**config.mk**
```make
export PLATFORM = sky130hd
export DESIGN_NAME = bus_intercon
export DESIGN_NICKNAME = d
export VERILOG_FILES = /design/src/rtl/bus_pkg.sv /design/src/rtl/bus_decode.sv /design/src/rtl/bus_intercon.sv
export SDC_FILE = /design/constraint.sdc
export NUM_CORES = 1
export LEC_CHECK = 0
export CAP_MARGIN = 20
export CORE_AREA = 5 5 90 92
export CTS_CLUSTER_SIZE = 16
export DETAILED_ROUTE_END_ITERATION = 10
export DIE_AREA = 0 0 95 97
export PLACE_DENSITY = 0.73
export SETUP_SLACK_MARGIN = 0.02
export SYNTH_ARGS = -nofsm -noshare
export SYNTH_HDL_FRONTEND = slang
export SYNTH_SLANG_ARGS = --single-unit
```
**constraint.sdc**
```tcl
create_clock -name clk -period 1.8 [get_ports clk]
set_input_delay 0.18 -clock clk [delete_from_list [all_inputs] [get_ports clk]]
set_output_delay 0.18 -clock clk [all_outputs]
set_load 0.005 [all_outputs]
```
**src/rtl/bus_pkg.sv**
```systemverilog
// Shared widths, slave-index type and address-mask helper for the bus interconnect.
package bus_pkg;
    localparam int ADDR_W     = 30;
    localparam int DATA_W     = 32;
    localparam int MASK_W     = 4;
    localparam int MAX_SLAVES = 16;
    localparam int IDX_W      = 4;

    typedef logic [IDX_W-1:0] slv_idx_t;

    // Mask keeping only the address bits above the slave's decoded window.
    function automatic logic [ADDR_W-1:0] hi_mask(input int width);
        hi_mask = ~((30'h1 << width) - 30'h1);
    endfunction
endpackage

```
**src/rtl/bus_decode.sv**
```systemverilog
// Address decoder: one-hot slave select, hit flag and encoded index; lowest index wins on overlap.
module bus_decode
    import bus_pkg::*;
#(
    parameter int               NUM_SLAVES              = 2,
    parameter logic [ADDR_W-1:0] SLAVE_BASE [NUM_SLAVES] = '{30'h12340000, 30'h1bcd0000},
    parameter int               SLAVE_WIDTH [NUM_SLAVES] = '{4, 3}
) (
    input  logic [ADDR_W-1:0]     addr_i,
    output logic [NUM_SLAVES-1:0] sel_o,
    output logic                  hit_o,
    output slv_idx_t              idx_o
);

    // Scan from the highest index down so the lowest matching slave is the one left standing.
    always_comb begin
        sel_o = '0;
        hit_o = 1'b0;
        idx_o = '0;
        for (int i = NUM_SLAVES - 1; i >= 0; i--) begin
            if (((addr_i ^ SLAVE_BASE[i]) & hi_mask(SLAVE_WIDTH[i])) == 30'h0) begin
                sel_o    = '0;
                sel_o[i] = 1'b1;
                hit_o    = 1'b1;
                idx_o    = slv_idx_t'(i);
            end else begin
                sel_o = sel_o;
            end
        end
    end

endmodule

```
**src/rtl/bus_intercon.sv**
```systemverilog
// Single-master to NUM_SLAVES-slave interconnect with one-cycle read return.
// Define BUS_INTERCON_ERR_EN to report unmapped accesses on err_o; otherwise they are dropped.
module bus_intercon
    import bus_pkg::*;
#(
    parameter int               NUM_SLAVES              = 2,
    parameter logic [ADDR_W-1:0] SLAVE_BASE [NUM_SLAVES] = '{30'h12340000, 30'h1bcd0000},
    parameter int               SLAVE_WIDTH [NUM_SLAVES] = '{4, 3}
) (
    input  logic                             clk,
    input  logic                             rst,
    input  logic                             en_i,
    input  logic                             we_i,
    input  logic [ADDR_W-1:0]                addr_i,
    input  logic [DATA_W-1:0]                data_i,
    input  logic [MASK_W-1:0]                byte_mask_i,
    output logic [DATA_W-1:0]                data_o,
    output logic                             valid_o,
    output logic                             stall_o,
    output logic                             err_o,
    output logic [NUM_SLAVES-1:0]            sl_en_o,
    output logic                             sl_we_o,
    output logic [ADDR_W-1:0]                sl_addr_o,
    output logic [DATA_W-1:0]                sl_data_o,
    output logic [MASK_W-1:0]                sl_byte_mask_o,
    input  logic [NUM_SLAVES-1:0][DATA_W-1:0] sl_data_i,
    input  logic [NUM_SLAVES-1:0]            sl_stall_i
);

    logic [NUM_SLAVES-1:0] sel_s;
    logic                  hit_s;
    slv_idx_t              idx_s;
    logic                  accept_s;
    logic [DATA_W-1:0]     rdata_s;

    slv_idx_t idx_d,   idx_q;
    logic     we_d,    we_q;
    logic     valid_d, valid_q;
    logic     err_d,   err_q;

    bus_decode #(
        .NUM_SLAVES (NUM_SLAVES),
        .SLAVE_BASE (SLAVE_BASE),
        .SLAVE_WIDTH(SLAVE_WIDTH)
    ) u_decode (
        .addr_i(addr_i),
        .sel_o (sel_s),
        .hit_o (hit_s),
        .idx_o (idx_s)
    );

    // Request routing, stall and next-state for the response registers.
    always_comb begin
        sl_en_o        = sel_s & {NUM_SLAVES{en_i}};
        sl_we_o        = we_i;
        sl_addr_o      = addr_i;
        sl_data_o      = data_i;
        sl_byte_mask_o = byte_mask_i;
        stall_o        = en_i & (|(sel_s & sl_stall_i));
        accept_s       = en_i & ~stall_o;
        valid_d        = accept_s & hit_s;
        idx_d          = accept_s ? idx_s : idx_q;
        we_d           = accept_s ? we_i : we_q;
`ifdef BUS_INTERCON_ERR_EN
        err_d          = accept_s & ~hit_s;
`else
        err_d          = 1'b0;
`endif
    end

    // Read data is steered from the slave that was accepted last cycle; zero otherwise.
    always_comb begin
        rdata_s = '0;
        for (int i = 0; i < NUM_SLAVES; i++) begin
            if (valid_q && !we_q && (idx_q == slv_idx_t'(i))) begin
                rdata_s = sl_data_i[i];
            end else begin
                rdata_s = rdata_s;
            end
        end
    end

    // Response-side state; reset discards any transfer in flight.
    always_ff @(posedge clk or posedge rst) begin
        if (rst) begin
            idx_q   <= '0;
            we_q    <= 1'b0;
            valid_q <= 1'b0;
            err_q   <= 1'b0;
        end else begin
            idx_q   <= idx_d;
            we_q    <= we_d;
            valid_q <= valid_d;
            err_q   <= err_d;
        end
    end

    assign valid_o = valid_q;
    assign err_o   = err_q;
    assign data_o  = rdata_s;

endmodule

```
# After elaboration in Yosys (flattened, before gate mapping)
# Cells that the tools add are included.
[totals]
register_bits = 6
wordCells = 28
output_inout_bits = 104
in_bits = 136
[op_classes]
muxes = 8
bitwise = 8
reduce_logical = 8
eq_ne = 1
[ops]
columns = ["cell", "count"]
rows = [
  ["two-way mux 32 bit", 2],
  ["zero test 30 bit", 2],
  ["inverter 9 bit", 1],
  ["inverter 5 bit", 1],
  ["AND 2 bit", 2],
  ["== test 4 x 1 -> 1 bit, second input constant", 1],
  ["zero test 4 bit", 1],
  ["two-way mux 2 bit", 2],
  ["two-way mux 4 bit", 1],
  ["AND 1 bit", 3],
  ["logical AND 1 bit", 3],
  ["two-way mux 1 bit", 3],
  ["OR reduction 2 bit", 1],
  ["zero test 1 bit", 1],
  ["inverter 1 bit", 1],
]

# Logic depth before layout (Yosys ltp)
[logic_depth]
ltp_word = 10
ltp_mapped = 5

# Hierarchy
# Synthesis repeated with hierarchy kept, for this count alone.
[unflattened]
cells_unflattened = 180
hier_area_um2 = 1450.1
[by_module_without_submodules]
columns = ["module", "seq_area_each_um2", "area_each_um2", "n_inst", "cells_each"]
rows = [
  ["bus_intercon", 150.1, 1305.0, 1, 160],
  ["bus_decode", 0.0, 145.1, 1, 20],
]

# Least setup slack after synthesis
# Ideal clock, no wire load.
[synth_path]
path_type = "input to register"
startpoint = "input addr_i[23]"
endpoint = "register idx_q[0]"
setup_slack_ns = 0.102
t_required_ns = 1.699
arrival_time_ns = 1.597
cell_stages = 4
path_cell_list = "or4_4 or4b_4 mux2i_1 o32ai_1"
[synth_via]
elab_chain_cells = 9
[synth_rtl]
columns = ["item", "line_no", "text"]
rows = [
  ["start: declaration", "bus_intercon.sv:14", "input logic [ADDR_W-1:0] addr_i,"],
  ["inverter 9 bit (no source line)", "-", ""],
  ["zero test 30 bit", "bus_decode.sv:21", "if (((addr_i ^ SLAVE_BASE[i]) & hi_mask(SLAVE_WIDTH[i])) == 30'h0) begin"],
  ["two-way mux 2 bit (2 in series)", "bus_decode.sv:21", ""],
  ["AND 2 bit", "bus_intercon.sv:59", "stall_o = en_i & (|(sel_s & sl_stall_i));"],
  ["OR reduction 2 bit", "bus_intercon.sv:59", ""],
  ["AND 1 bit", "bus_intercon.sv:59", ""],
  ["inverter 1 bit", "bus_intercon.sv:60", "accept_s = en_i & ~stall_o;"],
  ["AND 1 bit", "bus_intercon.sv:60", ""],
  ["end signal: assignment", "bus_intercon.sv:91", "idx_q <= idx_d;"],
  ["end: declaration", "bus_intercon.sv:36", "slv_idx_t idx_d, idx_q;"],
]
# Several ways; a longest one is shown, not always the timed one.
# A chain may end at the register's enable or synchronous reset.

# Worst setup path in the final report
[layout_path]
startpoint = "input addr_i[24]"
endpoint = "output stall_o"
[layout_via]
elab_chain_cells = 7
[layout_rtl]
columns = ["item", "line_no", "text"]
rows = [
  ["inverter 9 bit (no source line)", "-", ""],
  ["zero test 30 bit", "bus_decode.sv:21", ""],
  ["two-way mux 2 bit", "bus_decode.sv:21", ""],
  ["two-way mux 2 bit (*)", "bus_decode.sv:21", ""],
  ["AND 2 bit (*)", "bus_intercon.sv:59", ""],
  ["OR reduction 2 bit (*)", "bus_intercon.sv:59", ""],
  ["AND 1 bit (*)", "bus_intercon.sv:59", ""],
  ["end: declaration", "bus_intercon.sv:19", "output logic stall_o,"],
]
# Every way passes the cells marked *; elsewhere a longest branch is shown, timed or not.

==> out/metrics.yaml <==
start_util_pct: 17.16
tritoncts: "yes"
r2r-start: "idx_q[0]"
antenna_found_initial: 1
cp-start-kind: "input port"
crit_arrival_ns: 1.69
core_area_sq_mm: 0.007137
grt_remaining_overflow: 0
dp_hpwl_mm: 4.853
crit_path_max_incr_delay_ns: 0.53
ys_warn_count: 0
dp.cells: 366
yosysUniqueCellTypes: 32
clkTransAtPathRegs_ns: 0.03
drive_above_1_share_pct: 29.33
gr-usage-all-layers_pct: 11.44
regToRegEndpoint: "idx_q[0]"
drc: 0
netlist_area_sq_mm: 0.001225
synthesis.nets: 290
syn_avg_cell_area_sq_um: 7.954
period_share_pct: 103.9
path_cells: "buf_6, or4_4, or4b_4, a21boi_4, nor2_1, buf_2"
p_leak_nw: 1.285
final-seq-area_sq_um: 75.07
setup_slack_ns: -0.07058
numPortBuffers: 160
dpl_cell_area_sq_mm: 0.002653
cts_buffer_depth: 2
routabilityCongestion: 0.7011
fin_crit_ns: 1.871
fin_worst_skew_ns: 0
synth-async-reset-ratio_pct: 100.0
ys_seq_elements: 3
drt_wl_total_mm: 5.995
clock_sinks: 3
grt_pass1_wl_mm: 8.342
holdCritPathClass: "in2async"
layout.cells.non_filler: 382
die_w_microns: 95
antenna_cells: 0
reg2reg_slack_ns: 0.83
final_nets: 420
vias: 1575
ios: 240
firstDrtPassIters: 6
finalInstanceArea_sq_mm: 0.002836
worstSetupEndpointType: "output pin"
peakVddDrop_uv: 199.2
vias_per_cell: 4.123
finalSetupViolCount: 1
die_area_sq_mm: 0.009215
power_mw: 0.6168
worst_r2r_path_depth: 4
multi_input_comb_area_sq_um: 638.1
yosysSeqAreaShare_pct: 6.129
critPathSlowestCell: "or4_4"
area.growth.synth_to_final_pct: 131.6
rsz0062_at_grt: "yes"
cts_buffers: 3
wl_per_cell_microns: 15.69
p_per_area_mw_per_mm2: 217.5
fillCellCount: 763
die_h_microns: 97
cap_viol_max_count: 0
insertion_delay_ns: 0.21
cts_root_buf: "clkbuf_8"
violations: "setup timing"
grt_max_degree: 33
cts_hold_buf: 0
grt_pass1_vias: 1675
drtIter0Drc: 7
postSynthCellCount: 154
path_class: "in2out"
status: "complete, but fails checks"
fmax_mhz: 534.6
slew_viol_final: 0
critPathMaxFanout: 2
ant_nets: 0
worstPathRequired_ns: 1.62
synthFlopType: "dfrtp_1"
row_count: 31
h-tree-depth: 1
synth-edff-count: 0
hold_viol: 0
## worst max-delay path: cells and delay by family
kind | cells | cell delay, ns
AOI/OAI and AO/OA | 1 | 0.16
and+or+nand+nor | 3 | 1.14
buffers and inverters | 2 | 0.21
## per-layer routing
metal  track usage [%]  wire length [microns]
met5                 0                     13
met4             3.441                     76
met3             4.655                    775
met2             22.78                   3226
met1             10.03                   1903
## synth_stat cells (all sizes together) (2+ instances only)
cell,n,share of area (%)
buf,68,42
a22o,32,23
clkbuf,8,2.5
inv,7,2.1
nor2,5,1.5
dfrtp,3,6.1
nand2,3,0.92
nor4,3,2.8
or4,3,2.1
and3,2,1.0
nor4b,2,2.7
or4b,2,1.9
## worst max-delay path by stage
stage | endpoint | startpoint | cells after the start
floorplan | idx_q[0] | addr_i[23] | 4
global placement | stall_o | addr_i[23] | 6
detailed placement | stall_o | addr_i[23] | 6
CTS | data_o[6] | idx_q[0] | 5
global route | stall_o | addr_i[24] | 6
finish | stall_o | addr_i[24] | 6
## cell families (layout without fill, tap and decap cells)
family,count (synthesis),in the layout,share of synthesized area (%)
AND/OR/NAND/NOR,27,27,17.57
flip-flops,3,3,6.129
buffers and inverters,83,212,46.27
other,1,1,0.3061
multiplexers,1,1,0.8172
AO/OA/AOI/OAI,39,39,28.91
## flip-flops by register name, summed over array words and instances (netlist names)
| name | cells |
|---|---|
| idx_q | 1 |
| valid_o | 1 |
| we_q | 1 |
## final cells by class
cell class | instances | share of cell area, %
Clock buffer | 4 | 1.588
Inverter | 7 | 0.9263
Multi-Input combinational cell | 68 | 22.50
Sequential cell | 3 | 2.647
Tap cell | 99 | 4.367
Timing Repair Buffer | 201 | 67.98
## through the flow
stage / utilization (%) / setup TNS [ns] / worst slack (ns) / hold slack (ns)
floorplan: - / 0 / 0.1024 / -0.06636
global placement: 37.17 / -3.568 / -0.8191 / 0.3600
detailed placement: 37.17 / -3.655 / -0.8225 / 0.3600
CTS: 38.81 / -0.3558 / -0.1218 / 0.1426
global route: 39.74 / -0.1267 / -0.1267 / 0.1528
finish: 39.74 / -0.07058 / -0.07058 / 0.1386
## report_power, final
| part | total, mW | leakage [nW] | switching, mW | internal (mW) |
|---|---|---|---|---|
| sequential | 0.0707 | 0.0383 | 0.000754 | 0.0700 |
| clock | 0.190 | 0.0228 | 0.0394 | 0.151 |
| combinational | 0.356 | 1.22 | 0.0883 | 0.268 |
| total | 0.617 | 1.28 | 0.128 | 0.488 |
## layout by cell type, fill, tap and decap left out, types with 5 or more instances in the layout
cell type | Yosys | layout
clkdlybuf4s50_1 | 0 | 109
buf_4 | 68 | 33
a22o_1 | 32 | 32
dlygate4sd2_1 | 0 | 12
clkdlybuf4s15_1 | 0 | 12
clkbuf_2 | 0 | 12
buf_6 | 0 | 7
inv_1 | 7 | 6
dlymetal6s2s_1 | 0 | 6
buf_2 | 0 | 5
## what timing repair did
item                       in CTS  in global routing
cloned                          2                  1
setup buffers                   5                  4
pin swaps                      12                  9
gates resized for setup        87                 46
setup endpoints to repair      38                 17
Note: power is estimated with default switching activity, not from simulation.
